## src/rtl/muldiv_unit.sv

```systemverilog
// Iterative RV32M multiply/divide unit: radix-2 shift-add multiply and restoring
// divide over 32 cycles, finishing with a one-cycle register-file write request.
module muldiv_unit #(
    parameter int XLEN = 32
) (
    input  logic            clk,
    input  logic            rst,
    input  logic            start,
    input  logic [2:0]      funct3,
    input  logic [XLEN-1:0] rs1_data,
    input  logic [XLEN-1:0] rs2_data,
    input  logic [4:0]      rd_addr,
    output logic            busy,
    output logic            done,
    output logic            w_en,
    output logic [4:0]      w_addr,
    output logic [XLEN-1:0] w_data
);

    localparam int CW = $clog2(XLEN) + 1;
    localparam logic [XLEN-1:0] MIN_NEG = {1'b1, {(XLEN-1){1'b0}}};

    typedef enum logic [1:0] {IDLE, CALC, DONE} state_t;

    state_t            state;
    logic [2:0]        op;
    logic [4:0]        rd;
    logic [XLEN-1:0]   operand;
    logic [2*XLEN-1:0] acc;
    logic              neg;
    logic [CW-1:0]     cnt;

    logic              is_div, a_sgn, b_sgn, neg_in, div_zero, ovf;
    logic [XLEN-1:0]   a_mag, b_mag, special_res, result;
    logic [XLEN:0]     mul_sum, div_diff;
    logic [2*XLEN-1:0] mul_next, div_next, prod;

    function automatic logic [XLEN-1:0] magnitude(input logic [XLEN-1:0] v, input logic sgn);
        return (sgn && v[XLEN-1]) ? -v : v;
    endfunction

    function automatic logic [XLEN-1:0] fix32(input logic [XLEN-1:0] v, input logic n);
        return n ? -v : v;
    endfunction

    function automatic logic [2*XLEN-1:0] fix64(input logic [2*XLEN-1:0] v, input logic n);
        return n ? -v : v;
    endfunction

    always_comb begin
        is_div   = funct3[2];
        a_sgn    = funct3 inside {3'd1, 3'd2, 3'd4, 3'd6};
        b_sgn    = funct3 inside {3'd1, 3'd4, 3'd6};
        // The remainder follows the dividend's sign only, so REM ignores rs2's sign.
        neg_in   = (a_sgn & rs1_data[XLEN-1]) ^ (b_sgn & rs2_data[XLEN-1] & (funct3 != 3'd6));
        a_mag    = magnitude(rs1_data, a_sgn);
        b_mag    = magnitude(rs2_data, b_sgn);
        div_zero = is_div && (rs2_data == '0);
        ovf      = is_div && !funct3[0] && (rs1_data == MIN_NEG) && (rs2_data == '1);
        if (div_zero)
            special_res = funct3[1] ? rs1_data : '1;
        else
            special_res = funct3[1] ? '0 : MIN_NEG;

        mul_sum  = {1'b0, acc[2*XLEN-1:XLEN]} + (acc[0] ? {1'b0, operand} : '0);
        mul_next = {mul_sum, acc[XLEN-1:1]};
        // Shifted partial remainder needs XLEN+1 bits before the trial subtract.
        div_diff = acc[2*XLEN-1:XLEN-1] - {1'b0, operand};
        div_next = div_diff[XLEN] ? {acc[2*XLEN-2:0], 1'b0}
                                  : {div_diff[XLEN-1:0], acc[XLEN-2:0], 1'b1};

        prod = fix64(acc, neg);
        case (op)
            3'd0:                result = prod[XLEN-1:0];
            3'd1, 3'd2, 3'd3:    result = prod[2*XLEN-1:XLEN];
            3'd4, 3'd5:          result = fix32(acc[XLEN-1:0], neg);
            default:             result = fix32(acc[2*XLEN-1:XLEN], neg);
        endcase
    end

    always_ff @(posedge clk) begin
        if (rst) begin
            state  <= IDLE;
            busy   <= 1'b0;
            done   <= 1'b0;
            w_en   <= 1'b0;
            w_addr <= '0;
            w_data <= '0;
            cnt    <= '0;
        end else begin
            case (state)
                IDLE: begin
                    done <= 1'b0;
                    w_en <= 1'b0;
                    if (start) begin
                        op   <= funct3;
                        rd   <= rd_addr;
                        neg  <= neg_in;
                        cnt  <= '0;
                        busy <= 1'b1;
                        if (div_zero || ovf) begin
                            acc   <= {{XLEN{1'b0}}, special_res};
                            state <= DONE;
                        end else begin
                            operand <= is_div ? b_mag : a_mag;
                            acc     <= {{XLEN{1'b0}}, is_div ? a_mag : b_mag};
                            state   <= CALC;
                        end
                    end
                end
                CALC: begin
                    if (cnt == CW'(XLEN)) begin
                        w_data <= result;
                        w_addr <= rd;
                        done   <= 1'b1;
                        w_en   <= (rd != 5'd0);
                        state  <= DONE;
                    end else begin
                        acc <= op[2] ? div_next : mul_next;
                        cnt <= cnt + 1'b1;
                    end
                end
                DONE: begin
                    // Special cases arrive here with done low and get their pulse one cycle later.
                    if (done) begin
                        done  <= 1'b0;
                        w_en  <= 1'b0;
                        busy  <= 1'b0;
                        state <= IDLE;
                    end else begin
                        w_data <= acc[XLEN-1:0];
                        w_addr <= rd;
                        done   <= 1'b1;
                        w_en   <= (rd != 5'd0);
                    end
                end
                default: state <= IDLE;
            endcase
        end
    end

endmodule

```

## config.mk

```make
export PLATFORM = sky130hd
export DESIGN_NAME = muldiv_unit
export DESIGN_NICKNAME = d
export VERILOG_FILES = /design/src/rtl/muldiv_unit.sv
export SDC_FILE = /design/constraint.sdc
export NUM_CORES = 1
export LEC_CHECK = 0
export CAP_MARGIN = 20
export CORE_MARGIN = 2
export CORE_UTILIZATION = 56
export CTS_BUF_LIST = sky130_fd_sc_hd__clkbuf_4
export DETAILED_ROUTE_END_ITERATION = 6
export GPL_TIMING_DRIVEN = 0
export PLACE_DENSITY = 0.81
export SYNTH_ARGS = -nofsm -noshare
export SYNTH_HDL_FRONTEND = slang
export SYNTH_SLANG_ARGS = --single-unit
```

## constraint.sdc

```tcl
create_clock -name clk -period 5.5 [get_ports clk]
set_input_delay 1.1 -clock clk [delete_from_list [all_inputs] [get_ports clk]]
set_output_delay 1.1 -clock clk [all_outputs]
set_load 0.01 [all_outputs]
```

# Yosys cells after proc, flatten, opt, wreduce, memory -nomap -nowiden
# Index checks and enable logic that the tools add are counted.
# W data, S select, Z words.
[totals] output_inout_bits=40 word_cells=115 ff_bits=153
[op_classes] bitwise_logic=6 n_mux=41 n_addsub=8 eq_ne=20 reduce_logical=28
[op_table] op="$mux W32" n=13
[op_table] op="$mux W64" n=5
[op_table] op="$neg A32 Y32" n=4
[op_table] op="$pmux W64 S2" n=1
[op_table] op="$pmux W32 S3" n=1
[op_table] op="$eq A32 B32 Y1 const B" n=2
[op_table] op="$neg A64 Y64" n=1
[op_table] op="$pmux W32 S2" n=1
[op_table] op="$add A32 B32 Y33" n=1
[op_table] op="$sub A33 B32 Y33" n=1
[op_table] op="$logic_not A32 Y1" n=1
[op_table] op="$reduce_and A3 Y1" n=5
[op_table] op="$eq A3 B3 Y1 const B" n=4
[op_table] op="$mux W6" n=2
[op_table] op="$pmux W6 S2" n=1
[op_table] op="$mux W5" n=2
[op_table] op="$ne A2 B2 Y1 const B" n=5
[op_table] op="$pmux W5 S2" n=1
[op_table] op="$eq A3 B2 Y1 const B" n=3
[op_table] op="$mux W2" n=4
[op_table] op="$reduce_and A4 Y1" n=2
[op_table] op="$add A6 B1 Y6 const B" n=1
[op_table] op="$eq A3 B1 Y1 const B" n=2
[op_table] op="$eq A6 B6 Y1 const B" n=1
[op_table] op="22 further kinds" n=39

# Depth between registers and ports, before layout
[depth] word_depth=8 mapped_depth=14 mapped_depth_nobuf=12

# Worst setup path before layout
# OpenSTA, ideal clock, no wires.
[synth_timing] path_kind="input-to-reg" start="input port rs2_data[0]" end="register operand[0] (enable)" path_buffers=1 required_time_ps=4999 path_stages=8 t_arrival_ps=5164 setup_time_ps=501 slack_ps=-166 path_cell_list="inv_1 > ha_1 > nand4b_1 > nor4_1 > nand2_1 > nor3_1 > clkbuf_1 > nor4_1"
[synth_via] elab_chain_len=5 elab_cells_between_ends=7 classes_between="eq/ne: 1; bitwise: 1; reduce/logical: 5"
[synth_lines] item="from (decl)" line="11" rtl="input logic [XLEN-1:0] rs2_data,"
[synth_lines] item="$eq A32 B32 Y1 / $logic_not A32 Y1 (equally long branches)" line="59, 58"
[synth_lines] item="$logic_and A1 B1 Y1, on equally long branches" line="59, 58"
[synth_lines] item="$logic_or A1 B1 Y1 *" line="101" rtl="if (div_zero || ovf) begin"
[synth_lines] item="$not A1 Y1 (no line) *"
[synth_lines] item="$reduce_and A4 Y1 (no line) *"
[synth_lines] item="to (signal assigned)" line="105" rtl="operand <= is_div ? b_mag : a_mag;"
[synth_lines] item="to (decl)" line="28" rtl="logic [XLEN-1:0] operand;"
# Every way passes the cells marked *; elsewhere a longest branch is shown, timed or not.
# A chain may end at the register's enable or synchronous reset.

# Worst setup path in the final report
[layout_timing] start="register acc[31]" end="register acc[33], data pin"
[layout_via] elab_chain_len=5
[layout_lines] item="from (decl)" line="29" rtl="logic [2*XLEN-1:0] acc;"
[layout_lines] item="from (signal assigned)" line="102" rtl="acc <= {{XLEN{1'b0}}, special_res};"
[layout_lines] item="from (signal assigned)" line="106" rtl="acc <= {{XLEN{1'b0}}, is_div ? a_mag : b_mag};"
[layout_lines] item="from (signal assigned)" line="119" rtl="acc <= op[2] ? div_next : mul_next;"
[layout_lines] item="$sub A33 B32 Y33" line="68" rtl="div_diff = acc[2*XLEN-1:XLEN-1] - {1'b0, operand};"
[layout_lines] item="$mux W64" line="69" rtl="div_next = div_diff[XLEN] ? {acc[2*XLEN-2:0], 1'b0}"
[layout_lines] item="$mux W64" line="119"
[layout_lines] item="$mux W64" line="112" rtl="if (cnt == CW'(XLEN)) begin"
[layout_lines] item="$pmux W64 S2" line="91" rtl="case (state)"
# Every way passes these cells. The select of a mux whose other input is x is not followed.

==> metrics.md <==
| Metric | Value |
|---|---|
| Status | `finished with violations` |
| Failing checks | `DRC, setup timing` |
| Setup Slack @ Placement | `-0.135 ns` |
| Post-Synthesis Net Count | `2,073` |
| First-pass GRT wire length | `88,800 um` |
| Leak | `6.35 nW` |
| Clock power frac | `0.098` |
| Sequential Power Share | `0.270` |
| Switching Fraction | `0.529` |
| Die Area | `0.0281 sq mm` |
| Share of the synthesized area in the top cell type | `0.210` |
| Dpl cells | `2,373` |
| Synth Instances | `1,921` |
| Die Y | `168 um` |
| Clk slew on worst S/H paths | `0.16 ns` |
| Post-Route WL | `58,900 um` |
| Max Cap Viol | `0` |
| Period utilization | `1.00` |
| Core ar. | `0.0262 sq mm` |
| Vias per cell | `6.82` |
| Top Ports | `115` |
| Asr flop ratio synth | `0` |
| Chip width | `168 um` |
| Synth cell count leaders | `a21oi_1, nor2_1, nand2_1` |
| Vias in the first global route | `15,300` |
| Number of I/O port buffers | `113` |
| H-tree Lvls | `4` |
| Synth area leader | `edfxtp_1` |
| Synth Flop Type | `edfxtp_1` |
| Initial antenna violation count | `2` |
| Worst setup EP type | `register` |
| Total grt overflow | `0` |
| Worst r2r dst | `acc[33]` |
| #FFs+latches synth | `153` |
| Post-CTS Hold Fix Bufs | `0` |
| Clk sinks | `153` |
| Largest buffer count on any clock path | `2` |
| Synth top area cells | `edfxtp_1, a21oi_1, dfxtp_1` |
| Total Neg Setup Slack | `-0.00336 ns` |
| Count of different cell masters after synthesis | `76` |
| Final Skew | `0.0551 ns` |
| Layout fillers | `2,337` |
| RSZ-0062 raised after global routing | `no` |
| DRT Pass-1 Iters | `7` |
| GP Congestion | `1.06` |
| Final setup violation count | `1` |
| CP startpoint kind | `register` |
| Layout-stage area growth over the synthesis result | `13.1%` |
| Syn Std Cell Area | `0.0150 sq mm` |
| Post_cts resized | `0` |
| Via count | `16,400` |
| Yosys synthesis warning count | `0` |
| Max Slew Vio Count | `0` |
| Reg-to-reg startpoint | `acc[31]` |
| Postcts setup bufs | `0` |
| P_int | `3.89 mW` |
| DRC errors left | `2` |
| Register area share after synthesis | `0.274` |
| Most frequent cell after synthesis | `a21oi_1` |
| Hold Slack | `0.468 ns` |
| VDD IR max | `0.252 mV` |
| Slew @ Worst Pin | `1.12 ns` |
| Switching Power | `4.37 mW` |
| Tightest Hold Check Type | `register to register` |
| Clock root buffer | `clkbuf_4` |
| Pwr per Cell Area | `487 mW/mm^2` |
| Worst EP required | `5.84 ns` |
| Flop2flop setup slack | `-0.003 ns` |
| CTS tree | `done` |
| Largest net degree at the start of global routing | `30` |
| Setup Crit Path Kind | `register to register` |
| Logic pwr share | `0.631` |
| Dpl hpwl | `46,200 um` |
| FMAX | `182 MHz` |
| Starting Density | `0.572` |
| Tmin final | `5.50 ns` |
| Worst Setup EP | `acc[33]` |
| Worst path arrival time | `5.85 ns` |
| Worst-Skew Late Latency | `0.63 ns` |
| Initial DRC Count | `2,330` |
| Layout Cells excl Fill | `2,406` |
| Wire length per cell | `24.5 um` |
| Slew headroom | `0.246` |
| FP Rows | `59` |
| Crit path launch | `acc[31]` |
| Final core occ | `0.647` |
| Antenna-violating nets left | `0` |
| Worst Setup Slack, final | `-0.00336 ns` |
| Max Fanout on Critical Path | `10` |
| EDFF count, synth | `105` |
| Final Hold Vio Count | `0` |
| # nets final | `2,209` |
| Layout cell share with drive strength beyond 1 | `0.0348` |
| Global-route usage over all layers | `0.412` |
| Mean Syn Cell Area | `7.81 sq um` |
| FF-to-FF path depth | `14` |
| Num CTS Buffers | `17` |
final cells by class:
class | instances | area, sq um | area share
diodes | 1 | 2.50 | 0.000148
plain buffers | 116 | 435 | 0.0257
clock buffers | 17 | 128 | 0.00752
clock inverters | 15 | 209 | 0.0123
inverters | 88 | 330 | 0.0195
multi-input cells | 1564 | 10100 | 0.598
flip-flops and latches | 153 | 4110 | 0.243
well taps | 335 | 419 | 0.0247
repair buffers | 117 | 1190 | 0.0700
worst max-delay path, stage by stage, from the launching register on:
cell	delay (ns)
edfxtp_1	0.51
inv_1	0.26
ha_1	0.29
fa_1	0.41
nand2b_1	0.21
a21o_1	0.22
a21o_1	0.22
a31oi_1	0.41
a221oi_1	0.17
xnor2_1	0.91
clkbuf_1	0.62
clkbuf_1	0.58
nand2_1	0.14
o21ai_0	0.15
o22ai_1	0.15
routing by layer:
layer / share of wire / GRT usage
met1: 0.38 / 0.531
met2: 0.44 / 0.644
met3: 0.12 / 0.0938
met4: 0.059 / 0.223
met5: 0.00012 / 0
metrics by stage:
| step | total power, mW | area [sq um] |
|---|---|---|
| 2_1_floorplan | 5.48 | 15000 |
| 5_1_grt | 8.69 | 17000 |
| 3_3_place_gp | 7.11 | 16600 |
| 6_report | 8.26 | 17000 |
| 4_1_cts | 8.03 | 17000 |
| 3_5_place_dp | 7.22 | 16600 |
registers in the layout, summed over array words and instances (netlist names):
register,cells
busy,1
done,1
acc,64
rd,5
w_data,32
w_en,1
cnt,6
op,3
w_addr,5
operand,32
neg,1
state,2
placed cells by master, fill, tap and decap left out, types with 12 or more instances in the layout:
cell type / instances
ha_1: 75
o31ai_1: 25
nor3_1: 67
or4_1: 14
nand4_1: 17
xnor2_1: 95
dfxtp_1: 48
nor2_1: 196
nand2_1: 158
a211oi_1: 30
a21o_1: 35
o22ai_1: 19
edfxtp_1: 105
a21oi_1: 209
mux2i_1: 66
or3_1: 23
xor2_1: 81
o21ai_0: 124
nand3_1: 35
o211ai_1: 21
o21a_1: 12
clkdlybuf4s50_1: 113
mux2_2: 14
nand2b_1: 23
o221ai_1: 14
a2111oi_0: 13
a31oi_1: 23
nor4_1: 18
nor2b_1: 22
clkbuf_1: 105
clkbuf_4: 17
inv_1: 86
a221oi_1: 12
worst min path at each step:
stage,startpoint,end,cells after the start
CTS,w_data[1],w_data[1],2
floorplan,state[0],state[0],2
global route,w_data[1],w_data[1],2
detailed placement,w_data[1],w_data[1],2
global placement,w_data[28],w_data[28],2
finish,w_data[1],w_data[1],2
power by group through the flow:
stage	sequential, mW	clock [mW]	combinational (mW)
2_1_floorplan	2.06	0	3.42
3_3_place_gp	2.23	0	4.87
3_5_place_dp	2.21	0	5.01
4_1_cts	2.18	0.808	5.04
5_1_grt	2.24	0.846	5.61
6_report	2.23	0.813	5.22
cells by family after synthesis:
kind of cell    after synthesis  share of synthesized area
buf+inv                     204                     0.0511
simple gates                619                      0.196
flops                       153                      0.274
xor+xnor                    176                      0.103
fa+ha+maj                    77                     0.0653
compound gates              612                      0.256
mux                          80                     0.0546
No activity file was read; power rests on OpenSTA's default activity.
==> RTL change (same settings) <==
The 3 states of `state_t` get a one-hot encoding in 3 bits.
--- a/src/rtl/muldiv_unit.sv
+++ b/src/rtl/muldiv_unit.sv
@@ -20,7 +20,7 @@
     localparam int CW = $clog2(XLEN) + 1;
     localparam logic [XLEN-1:0] MIN_NEG = {1'b1, {(XLEN-1){1'b0}}};
 
-    typedef enum logic [1:0] {IDLE, CALC, DONE} state_t;
+    typedef enum logic [2:0] {IDLE = 3'b001, CALC = 3'b010, DONE = 3'b100} state_t;
 
     state_t            state;
     logic [2:0]        op;
Check against the original RTL: same outputs for any inputs over 4 cycles, from zero or initial values and one cycle with rst high; so few cycles prove little.
==> RTL change against the unedited design <==
The run ends with design-rule violations left; area after synthesis fell by 0.73%; highest routed layer is now met4; cell area fell by 1.1%; routed wire length about the same; worst setup slack improved by 0.77 ns; critical path type unchanged; first-iteration DRC count rose by 2.0%; synthesized cell count decreased by 1.7%; sequential cell count up 1.
Power is not compared: it rests on default switching activity, and its combinational part moved more than twofold at a synthesized area within 25%.
==> RTL change: results (changes against the unedited design) <==
[setup_path]
crit_path_end = acc[62]  ; was acc[33]
crit_arrival_ns = 5.09  ; was 5.85 ns
critical_path.max_stage_delay_ns = 0.56  ; was 0.91 ns
critical_path.top_delay_family = compound AO/OA/AOI/OAI gates  ; was buffers and inverters

[timing]
final.setup_skew_ns = 0.0609  ; was 0.0551 ns
timing.final.ws_setup_ns = 0.763  ; was -0.00336 ns
worst_hold_slack_ns = 0.465  ; was 0.468 ns
worst_pin_slew_ns = 0.959  ; was 1.12 ns

[yosys]
synth.distinct_cells = 83  ; was 76
syn_nets = 2037  ; was 2073
ys_seq_area_share_pct = 27.8  ; was 27.4%

[layout]
drive_gt1_share_pct = 3.83  ; was 3.48%
fin_nets = 2169  ; was 2209

[worst_hold_path]
hp-start = w_data[27]  ; was w_data[1]

[clock_tree]
cts_sinks = 154  ; was 153
clkTransAtPathRegs_ns = 0.21  ; was 0.16 ns

[route]
wirelength_met1_um = 23400  ; was 22600 µm
detail_route.iter0.violations = 2376  ; was 2330
wl_per_cell_um = 24.9  ; was 24.5 µm
drc = 13  ; was 2
wl_met2_um = 25700  ; about the same
route.top_layer_used = met4  ; was met5

[grt]
grt_antenna_before_repair = 1  ; was 2
grt_pass1_wl_um = 88800  ; about the same
use_met1_pct = 55.0  ; was 53.1%
grt_max_degree = 34  ; was 30
first_global_vias = 14995  ; was 15337
groute.usage.overall_pct = 41.4  ; was 41.2%
grt_util_met3_pct = 7.60  ; was 9.38%

[place]
place_area_um2 = 16500  ; was 16600 µm²
portBuffers = 110  ; was 113
hpwl_um = 46700  ; was 46200 µm
gp_congestion = 1.06  ; about the same
dp_cells = 2337  ; was 2373

[status]
violations = design-rule violations  ; was design-rule violations, negative setup slack
status = finished with violations  ; unchanged

RTL change: cell families after synthesis:
logic type               count (synthesis)  synth area share, %
AO/OA/AOI/OAI                          616                 25.8
XOR/XNOR                               176                 10.5
flip-flops                             154                 27.8
adder cells (fa/ha/maj)                 73                 6.24
multiplexers                            73                 4.93
buffers and inverters                  176                 4.64
AND/OR/NAND/NOR                        621                 20.1
RTL change: layout make-up:
class	instances	area, µm²
flip-flops and latches	154	4130
diodes	1	2.50
clock inverters	15	191
inverters	62	233
well taps	335	419
repair buffers	113	1150
plain buffers	114	458
clock buffers	17	128
multi-input cells	1559	10100
fillers	2330	9280
RTL change: report_power, final:
| part | total, mW | switching [mW] | internal (mW) |
|---|---|---|---|
| Clock | 0.782 | 0.559 | 0.222 |
| Combinational | 1.15 | 0.713 | 0.432 |
| Sequential | 1.39 | 0.0814 | 1.31 |
| Total | 3.32 | 1.35 | 1.97 |
